**src/rtl/wb_bus_arbiter.sv**
```systemverilog
// -----------------------------------------------------------------------------
// wb_bus_arbiter
// Two-master Wishbone arbiter sharing one slave bus between the management
// core (master 0) and the DMA engine (master 1).
//   - Registered round-robin grant; one IDLE bubble precedes every new grant.
//   - Burst limit: an owner that takes MAX_BURST acks while the other master
//     waits is preempted at the transfer boundary and must wait to be re-granted.
//   - Watchdog: TIMEOUT cycles of unacknowledged strobe raise a one-cycle
//     error to the owner and a timeout_o pulse, with the strobe masked that cycle.
// Ports:
//   wb_clk_i, wb_rst_ni          clock, async active-low reset
//   m0_* / m1_*                  master-side Wishbone (cyc/stb/we/sel/adr/dat in,
//                                ack/err out); m_dat_o is shared read data
//   s_*                          slave-side Wishbone
//   gnt_o                        one-hot owner, 00 when idle
//   timeout_o                    one-cycle pulse on watchdog expiry
// -----------------------------------------------------------------------------
module wb_bus_arbiter #(
    parameter int AW        = 32,
    parameter int DW        = 32,
    parameter int MAX_BURST = 16,
    parameter int TIMEOUT   = 255
) (
    input  logic          wb_clk_i,
    input  logic          wb_rst_ni,
    input  logic          m0_cyc_i,
    input  logic          m0_stb_i,
    input  logic          m0_we_i,
    input  logic [3:0]    m0_sel_i,
    input  logic [AW-1:0] m0_adr_i,
    input  logic [DW-1:0] m0_dat_i,
    output logic          m0_ack_o,
    output logic          m0_err_o,
    input  logic          m1_cyc_i,
    input  logic          m1_stb_i,
    input  logic          m1_we_i,
    input  logic [3:0]    m1_sel_i,
    input  logic [AW-1:0] m1_adr_i,
    input  logic [DW-1:0] m1_dat_i,
    output logic          m1_ack_o,
    output logic          m1_err_o,
    output logic [DW-1:0] m_dat_o,
    output logic          s_cyc_o,
    output logic          s_stb_o,
    output logic          s_we_o,
    output logic [3:0]    s_sel_o,
    output logic [AW-1:0] s_adr_o,
    output logic [DW-1:0] s_dat_o,
    input  logic [DW-1:0] s_dat_i,
    input  logic          s_ack_i,
    output logic [1:0]    gnt_o,
    output logic          timeout_o
);

    localparam logic [1:0] S_IDLE = 2'd0;
    localparam logic [1:0] S_OWN0 = 2'd1;
    localparam logic [1:0] S_OWN1 = 2'd2;

    localparam logic [8:0] BURST_LIM = 9'(MAX_BURST);
    localparam logic [9:0] WDOG_LAST = 10'(TIMEOUT - 1);

    logic [1:0] state_q, state_d;
    logic       last_q, last_d;
    logic [7:0] burst_cnt_q, burst_cnt_d;
    logic [9:0] wdog_cnt_q, wdog_cnt_d;
    logic       hold_q, hold_d;

    logic own0, own1, owned;
    logic own_cyc, own_stb, oth_cyc;
    logic fwd_ack;
    logic [8:0] burst_inc;

    assign own0  = (state_q == S_OWN0);
    assign own1  = (state_q == S_OWN1);
    assign owned = own0 | own1;

    always_comb begin
        own_cyc = 1'b0;
        own_stb = 1'b0;
        oth_cyc = 1'b0;
        s_we_o  = 1'b0;
        s_sel_o = '0;
        s_adr_o = '0;
        s_dat_o = '0;
        if (own0) begin
            own_cyc = m0_cyc_i;
            own_stb = m0_stb_i;
            oth_cyc = m1_cyc_i;
            s_we_o  = m0_we_i;
            s_sel_o = m0_sel_i;
            s_adr_o = m0_adr_i;
            s_dat_o = m0_dat_i;
        end else if (own1) begin
            own_cyc = m1_cyc_i;
            own_stb = m1_stb_i;
            oth_cyc = m0_cyc_i;
            s_we_o  = m1_we_i;
            s_sel_o = m1_sel_i;
            s_adr_o = m1_adr_i;
            s_dat_o = m1_dat_i;
        end
    end

    // Slave controls depend only on registered state and master inputs,
    // never on s_ack_i.
    assign s_cyc_o = own_cyc;
    assign s_stb_o = own_stb & ~hold_q;
    assign fwd_ack = s_ack_i & s_stb_o;

    assign m0_ack_o  = fwd_ack & own0;
    assign m1_ack_o  = fwd_ack & own1;
    assign m0_err_o  = hold_q & own0;
    assign m1_err_o  = hold_q & own1;
    assign m_dat_o   = owned ? s_dat_i : '0;
    assign gnt_o     = {own1, own0};
    assign timeout_o = hold_q;

    assign burst_inc = {1'b0, burst_cnt_q} + 9'd1;

    always_comb begin
        state_d     = state_q;
        last_d      = last_q;
        burst_cnt_d = burst_cnt_q;
        wdog_cnt_d  = '0;
        hold_d      = 1'b0;
        case (state_q)
            S_IDLE: begin
                burst_cnt_d = '0;
                if (m0_cyc_i && m1_cyc_i) state_d = last_q ? S_OWN0 : S_OWN1;
                else if (m0_cyc_i)        state_d = S_OWN0;
                else if (m1_cyc_i)        state_d = S_OWN1;
            end
            S_OWN0, S_OWN1: begin
                if (!own_cyc) begin
                    state_d     = S_IDLE;
                    last_d      = own1;
                    burst_cnt_d = '0;
                end else if (fwd_ack && oth_cyc) begin
                    // Preempt only right after a completed transfer.
                    if (burst_inc >= BURST_LIM) begin
                        state_d     = S_IDLE;
                        last_d      = own1;
                        burst_cnt_d = '0;
                    end else begin
                        burst_cnt_d = burst_inc[7:0];
                    end
                end else if (!oth_cyc) begin
                    burst_cnt_d = '0;
                end

                // An ack in the expiry cycle takes priority over the error.
                if (s_stb_o && !s_ack_i) begin
                    if (wdog_cnt_q == WDOG_LAST) hold_d = own_cyc;
                    else                         wdog_cnt_d = wdog_cnt_q + 10'd1;
                end
            end
            default: state_d = S_IDLE;
        endcase
        if (state_d == S_IDLE) begin
            wdog_cnt_d = '0;
            hold_d     = 1'b0;
        end
    end

    always_ff @(posedge wb_clk_i or negedge wb_rst_ni) begin
        if (!wb_rst_ni) begin
            state_q     <= S_IDLE;
            last_q      <= 1'b1;
            burst_cnt_q <= '0;
            wdog_cnt_q  <= '0;
            hold_q      <= 1'b0;
        end else begin
            state_q     <= state_d;
            last_q      <= last_d;
            burst_cnt_q <= burst_cnt_d;
            wdog_cnt_q  <= wdog_cnt_d;
            hold_q      <= hold_d;
        end
    end

endmodule

```
**config.mk**
```make
export PLATFORM = sky130hd
export DESIGN_NAME = wb_bus_arbiter
export DESIGN_NICKNAME = d
export VERILOG_FILES = /design/src/rtl/wb_bus_arbiter.sv
export SDC_FILE = /design/constraint.sdc
export NUM_CORES = 1
export LEC_CHECK = 0
export ABC_AREA = 1
export BUFFER_PORTS_ARGS = -buffer_cell sky130_fd_sc_hd__buf_4
export CAP_MARGIN = 10
export CORE_AREA = 3 3 110 112
export CTS_CLUSTER_DIAMETER = 50
export DETAILED_ROUTE_END_ITERATION = 12
export DIE_AREA = 0 0 113 115
export SLEW_MARGIN = 20
export SYNTH_ARGS = -nofsm -noshare
export SYNTH_HDL_FRONTEND = slang
export SYNTH_SLANG_ARGS = --single-unit
```
**constraint.sdc**
```tcl
create_clock -name wb_clk_i -period 4.4 [get_ports wb_clk_i]
set_clock_uncertainty 0.1 [all_clocks]
set_input_delay 0.44 -clock wb_clk_i [delete_from_list [all_inputs] [get_ports wb_clk_i]]
set_output_delay 0.44 -clock wb_clk_i [all_outputs]
set_load 0.03 [all_outputs]
```
; ---- Word-level counts from Yosys, hierarchy flattened
; Cells that the tools add are included.
[totals]
reg_bits = 22
inputBits = 177
out_inout_bits = 110
word_cells = 71
[classes]
n_addsub = 2
magnitude_cmp = 1
n_eq_ne = 6
mux = 39
bitwise_logic = 8
reduce_logical = 10
[op_table]
columns = cell, count
row1 = $mux 32, 5
row2 = $mux 10, 4
row3 = $mux 8, 4
row4 = $pmux 8 s2, 1
row5 = $mux 1, 15
row6 = $mux 2, 7
row7 = $add 10x1->10 const B, 1
row8 = $eq 10x8->1 const B, 1
row9 = $add 8x1->9 const B, 1
row10 = $ge 9x5->1 const B, 1
row11 = $mux 4, 2
row12 = $and 1x1->1, 6
row13 = $logic_not 2->1, 2
row14 = $ne 2x1->1 const B, 2
row15 = $ne 4x4->1 const B, 1
row16 = $pmux 2 s2, 1
row17 = $logic_and 1x1->1, 3
row18 = $reduce_and 3->1, 1
row19 = $eq 2x1->1 const B, 1
row20 = $eq 2x2->1 const B, 1
row21 = $reduce_and 2->1, 1
row22 = $reduce_bool 2->1, 1
row23 = $reduce_or 2->1, 1
row24 = $logic_not 1->1, 1
row25 = 2 further kinds, 2

; ---- Longest topological paths before layout
; Gate-level depths: netlist (run 1).
[logic_depth]
depth_word = 11
ltp_mapped = 14
mapped_depth_nobuf = 13

; ---- Worst setup path after synthesis (run 1)
; No wires, ideal clock.
[synth_path]
path_type = register to output
from = register state_q[1]
to = output s_dat_o[21]
arrival_time_ps = 1771
required_time_ps = 3860
setup_slack_ps = 2089
path_stages_with_launch = 8
path_buffers = 3
cell_sequence = dfrtp_1 > inv_1 > ha_1 > buf_4 > nor2_8 > buf_2 > buf_1 > a22o_1
[synth_via]
elab_cells_between_ends = 4
cone_classes = 2 x eq/ne / 2 x mux
[synth_lines]
columns = element, line_no
row1 = from (decl), 62  ; logic [1:0] state_q, state_d;
row2 = from (signal assigned), 173  ; state_q <= state_d;
row3 = $eq 2x1->1, 73  ; assign own0 = (state_q == S_OWN0);
row4 = named net own0, 68  ; logic own0, own1, owned;
row5 = $mux 32, 85  ; if (own0) begin
row6 = to (decl), 48  ; output logic [DW-1:0] s_dat_o,
; The timed path passes the listed nets, and every way through them passes these cells.

; ---- Final worst setup path (run 1)
[layout_path]
from = register state_q[0]
to = output s_adr_o[1]
[layout_via]
elab_chain_len = 3
elab_cells_between_ends = 4
cone_classes = 2 x eq/ne / 2 x mux
[layout_rtl]
columns = element, line_no
row1 = $eq 2x2->1, 74  ; assign own1 = (state_q == S_OWN1);
row2 = $mux 32, 93  ; end else if (own1) begin
row3 = $mux 32 *, 85
row4 = to (decl), 47  ; output logic [AW-1:0] s_adr_o,
; Every way passes the cells marked *; elsewhere a longest branch is shown, timed or not.

==> results_dict.tcl, run 1 <==
set metrics [dict create \
    area_growth_pct 95.3 \
    setup_viol 0 \
    grt_pass1_wl_mm 19.1 \
    seq_area_frac_synth 0.226 \
    dieWidth_um 113 \
    grt_pass1_vias 3456 \
    syn_avg_cell_area_sq_um 6.93 \
    crit_fanout 44 \
    fin_area_sq_mm 0.00477 \
    yosys_warnings 0 \
    drive_gt1_frac 0.514 \
    cts_tree "done" \
    die_area_sq_mm 0.0130 \
    antenna-diode-count 0 \
    vias 3563 \
    clockPowerShare 0.071 \
    gp_congestion 0.834 \
    cts_sinks 22 \
    synth_edf_count 0 \
    post-route-drc-count 0 \
    vdd_drop_max_v 0.000331 \
    hold_violations 0 \
    p_sw_w 0.00168 \
    worstMarginPinSlew_ns 0.917 \
    required_ns 3.86 \
    fin_tns_setup_ns 0 \
    synth.distinct_cells 36 \
    io_pins 287 \
    final_common_cell "buf_4" \
    root_buffer "clkbuf_16" \
    utilization 0.421 \
    dp_hpwl_mm 11.7 \
    seq_power_share 0.077 \
    synth_cells 352 \
    grt_start_max_net_pins 74 \
    cts_resized 0 \
    antenna_found_initial 0 \
    io_buffer_count 286 \
    powerDensity_mw_per_mm2 616 \
    cts_buffers 3 \
    syn-cell-area_sq_mm 0.00244 \
    initial_utilization 0.216 \
    cts_max_path_buffers 2 \
    regToRegSetupSlack_ns 1.51 \
    coreArea_sq_mm 0.0113 \
    slew_violations 0 \
    worstSetupPathType "reg2out" \
    mostFrequentLayoutCells "buf_4 (289), nand2_1 (70), a22o_1 (69)" \
    grt.total_usage 0.189 \
    period_needed_ns 2.94 \
    clock.fmax_mhz 341 \
    cap_violations 0 \
    viasPerCell 4.66 \
    die_y_um 115 \
    rsz0062_at_grt "false" \
    first_pass_iters 4 \
    p_leak_nw 2.81 \
    initialDrtViolationCount 230 \
    ant_nets 0 \
    grt_remaining_overflow 0 \
    critPathArrivalTime_ns 2.40 \
    p_int_w 0.00125 \
    swShare 0.574 \
    async_reset_ff_frac 1.00 \
    insertion_delay_ns 0.25 \
    wirelength_mm 13.5 \
    post_drt_wl_per_cell_um 17.6 \
    outcome "finished, final reports clean" \
    pwr-share-comb 0.851 \
    startpoint_type "flop" \
    place_area_sq_mm 0.00467 \
    slew_headroom 0.386 \
    h-tree-depth 1 \
    nNetsFinal 807 \
    rows 39 \
    fillers 1164 \
    synthesis.nets 537 \
    ys_seq_elements 22 \
    finalCritPeriodShare 0.667 \
    end_kind "primary output" \
    clk_transition_reported_paths_ns 0.06 \
    synth-main-ff-cell "dfrtp_1" \
    hold_class "reg2reg" \
]
==> state kept, by name (all words and copies together) (netlist names) <==
register,flops
timeout_o,1
burst_cnt_q,8
state_q,2
wdog_cnt_q,10
last_q,1
==> critical path, stage by stage, from the launching register on <==
cell     delay [ns]
dfrtp_1        0.41
inv_1          0.11
ha_1           0.27
inv_2          0.10
nor2_8         0.35
buf_4          0.48
a22o_1         0.24
buf_4          0.18
==> stage by stage <==
stage	std cells	hold slack [ns]	power, W	worst slack (ns)
floorplan	352	0.0444	0.00184	2.09
global placement	759	0.244	0.00273	1.59
detailed placement	759	0.244	0.00274	1.54
CTS	764	0.391	0.00296	1.44
global route	764	0.407	0.00311	1.25
finish	764	0.385	0.00294	1.46
==> synthesized netlist by cell type, types with 3 or more instances <==
cell,instances,share of area
a21oi_1,8,0.016
a21oi_2,9,0.032
a22o_1,69,0.25
buf_4,3,0.0092
clkbuf_1,16,0.025
dfrtp_1,21,0.22
ha_1,8,0.041
inv_1,68,0.10
nand2_1,70,0.11
nand2_2,4,0.010
nand3_1,16,0.033
nand4_1,7,0.018
nor2_1,20,0.031
o21ai_0,5,0.010
==> cells by family after synthesis <==
group / share of synthesized area
compound gates: 0.325
xor+xnor: 0.00359
fa+ha+maj: 0.0410
buf+inv: 0.158
flops: 0.226
simple gates: 0.246
==> final timing paths <==
check                                              to                 start  depth (start not counted)
setup / recovery                           s_adr_o[1]  state_q[0]$_DFF_PN0_                          7
hold / removal                     last_q$_DFFE_PN1P_    last_q$_DFFE_PN1P_                          2
setup reg to reg              wdog_cnt_q[9]$_DFF_PN0_  state_q[1]$_DFF_PN0_                         12
hold reg to reg                    last_q$_DFFE_PN1P_    last_q$_DFFE_PN1P_                          2
max in group asynchronous          last_q$_DFFE_PN1P_             wb_rst_ni                          2
min in group asynchronous  burst_cnt_q[7]$_DFFE_PN0P_             wb_rst_ni                          2
==> what timing repair did <==
action	4_1_cts	5_1_grt
buffers inserted	0	0
hold endpoints to repair	21	0
hold buffers	1	0
==> power by group through the flow <==
stage	sequential, W	clock (W)	combinational, W
after floorplan	0.000228	0	0.00162
after global placement	0.000230	0	0.00250
after detailed placement	0.000231	0	0.00251
after CTS	0.000227	0.000213	0.00252
after global routing	0.000229	0.000229	0.00265
final	0.000227	0.000209	0.00250
==> layout make-up <==
| type | instances | area [sq um] | area share |
|---|---|---|---|
| tap | 143 | 179 | 0.0375 |
| timing repair buffer | 290 | 2180 | 0.457 |
| multi-input combinational | 235 | 1510 | 0.316 |
| clock buffer | 4 | 88.8 | 0.0186 |
| inverter | 70 | 263 | 0.0551 |
| sequential | 22 | 552 | 0.116 |
==> per-layer routing <==
metal / global-route usage / vias up / wire length, um
li1: - / 1716 / -
met1: 0.233 / 1619 / 5340
met2: 0.339 / 215 / 6610
met3: 0.0453 / 13 / 1330
met4: 0.0345 / 0 / 205
met5: 0 / - / 0
No activity file was read; power rests on OpenSTA's default activity.
==> run 2: changes to the inputs <==
ABC_AREA = 0   (was 1)
CORE_AREA = 3 3 109 111   (was 3 3 110 112)
DIE_AREA = 0 0 112 114   (was 0 0 113 115)
clock period = 2.8 ns   (was 4.4 ns; I/O delays follow)
==> results_dict.tcl, run 2 <==
set metrics [dict create \
    setup_viol 0 \
    rsz0062_at_grt "false" \
    fin_tns_setup_ns 0 \
    powerDensity_mw_per_mm2 1080 \
    mostFrequentLayoutCells "buf_4 (290), a22o_1 (70), and2_1 (38)" \
    grt_start_max_net_pins 47 \
    vdd_drop_max_v 0.000573 \
    cap_violations 0 \
    regToRegSetupSlack_ns 0.58 \
    die_y_um 114 \
    area_growth_pct 108 \
    synth_cells 255 \
    dieWidth_um 112 \
    grt_remaining_overflow 0 \
    clk_transition_reported_paths_ns 0.07 \
    slew_headroom 0.695 \
    ant_nets 0 \
    yosys_warnings 0 \
    required_ns 2.42 \
    end_kind "primary output" \
    synth_xor_area_frac 0.0320 \
    syn-cell-area_sq_mm 0.00219 \
    synth_fa_ha_area_frac 0.0457 \
    wirelength_mm 12.2 \
    outcome "finished, final reports clean" \
    gp_congestion 0.994 \
    yosys.area_share.simple 0.239 \
    yosysTopAreaCell "a22o_1" \
    utilization 0.418 \
    post-route-drc-count 0 \
    worstMarginPinSlew_ns 0.446 \
    hold_violations 0 \
    dp_hpwl_mm 10.1 \
    synth.distinct_cells 49 \
    initial_utilization 0.201 \
    syn_avg_cell_area_sq_um 8.60 \
    p_leak_nw 2.41 \
    synth_area_leaders "a22o_1 (28%), dfrtp_1 (24%), and2_1 (11%)" \
    synth-compound-area-share 0.370 \
    r2r-end "last_q$_DFFE_PN1P_" \
    cts_buffers 3 \
    nNetsFinal 717 \
    io_buffer_count 286 \
    synth.area.mux_share 0.0103 \
    synth_top_family_by_area "compound AO/OA/AOI/OAI gates" \
    crit_start "state_q[0]$_DFF_PN0_" \
    final_common_cell "buf_4" \
    worstSetupPathType "reg2out" \
    initialDrtViolationCount 213 \
    regMostFlops "wdog_cnt_q" \
    root_buffer "clkbuf_8" \
    setup_ws_ns 0.168 \
    clock.fmax_mhz 380 \
    antenna_found_initial 0 \
    grt.total_usage 0.167 \
    finalCritPeriodShare 0.940 \
    crit_fanout 18 \
    rows 38 \
    vias 3169 \
    synthTopCellsByCount "a22o_1 (70), and2_1 (38), dfrtp_1 (21)" \
    grt_pass1_vias 3068 \
    insertion_delay_ns 0.26 \
    slew_violations 0 \
    post_drt_wl_per_cell_um 18.1 \
    synthesis.nets 440 \
    largest_register_ffs 10 \
    seq_area_frac_synth 0.252 \
    h-tree-depth 1 \
    cts_tree "done" \
    coreArea_sq_mm 0.0109 \
    synth_edf_count 0 \
    reg.largest.list "wdog_cnt_q x10, burst_cnt_q x8, state_q x2" \
    yosysMostFrequentCell "a22o_1" \
    critPathArrivalTime_ns 2.25 \
    yosys.area.top_type_share 0.280 \
    async_reset_ff_frac 1.00 \
    die_area_sq_mm 0.0128 \
    grt_pass1_wl_mm 17.2 \
    ys_seq_elements 22 \
    synth-main-ff-cell "dfrtp_1" \
    startpoint_type "flop" \
    r2r_cells 7 \
    viasPerCell 4.72 \
    period_needed_ns 2.63 \
    hold_class "in2reg" \
    cts_resized 0 \
    drive_gt1_frac 0.578 \
    preCtsSetupSlack_ns 0.452 \
    antenna-diode-count 0 \
    io_pins 287 \
    first_pass_iters 4 \
    cts_sinks 22 \
    r2r-start "state_q[0]$_DFF_PN0_" \
    cts_max_path_buffers 2 \
    crit_path_end "s_adr_o[15]" \
]
## run 2: power by group
| part | total, W | switching [W] | internal (W) |
|---|---|---|---|
| sequential | 0.000368 | 0.0000247 | 0.000343 |
| clock | 0.000224 | 0.0000988 | 0.000125 |
| combinational | 0.00435 | 0.00268 | 0.00167 |
## run 2: worst max-delay path: stages, from the launching register on
cell,delay [ns]
dfrtp_1,0.43
inv_1,0.14
ha_1,0.32
inv_1,0.14
nor2_4,0.31
buf_4,0.30
a22o_1,0.17
buf_4,0.17
## run 2: worst min path at each step
stage | from | endpoint | slack (ns) | depth (start not counted)
2_1_floorplan | wb_rst_ni | burst_cnt_q[0]$_DFFE_PN0P_ | -0.12 | 0
3_3_place_gp | wb_rst_ni | burst_cnt_q[7]$_DFFE_PN0P_ | 0.09 | 1
3_5_place_dp | wb_rst_ni | wdog_cnt_q[6]$_DFF_PN0_ | 0.09 | 1
4_1_cts | s_ack_i | wdog_cnt_q[9]$_DFF_PN0_ | 0.30 | 4
5_1_grt | s_ack_i | timeout_o$_DFF_PN0_ | 0.32 | 4
6_report | s_ack_i | wdog_cnt_q[9]$_DFF_PN0_ | 0.30 | 4
## run 2: cells by family (layout without fill, tap and decap cells)
kind of cell,count (synthesis),count (layout)
buffers and inverters,27,303
flip-flops,22,22
adder cells (fa/ha/maj),8,8
multiplexers,2,2
XOR/XNOR,8,8
AND/OR/NAND/NOR,93,93
AO/OA/AOI/OAI,95,95
## run 2: repair_timing
action	CTS	global route
endpoints found under the hold margin	21	0
hold buffers	1	0
buffers inserted	0	0
## run 2: metrics by stage
stage                     total power [W]  cells  hold slack, ns  area, sq um
after detailed placement          0.00474    666          0.0868         4490
final                             0.00494    671           0.303         4550
after global routing              0.00519    671           0.320         4550
after CTS                         0.00499    671           0.301         4550
after global placement            0.00470    666          0.0877         4490
after floorplan                   0.00307    255          -0.116         2190
## run 2: layer usage
layer | track usage | vias up | part of all wire
met2 | 0.311 | 144 | 0.53
li1 | - | 1509 | -
met3 | 0.0308 | 12 | 0.074
met1 | 0.199 | 1504 | 0.38
met4 | 0.0377 | 0 | 0.016
met5 | 0 | - | 0
## run 2: layout make-up
type | instances | area, sq um
Fill cell | 1112 | 6330
Timing Repair Buffer | 292 | 2210
Clock buffer | 4 | 55.1
Inverter | 7 | 26.3
Sequential cell | 22 | 552
Tap cell | 140 | 175
Multi-Input combinational cell | 206 | 1540
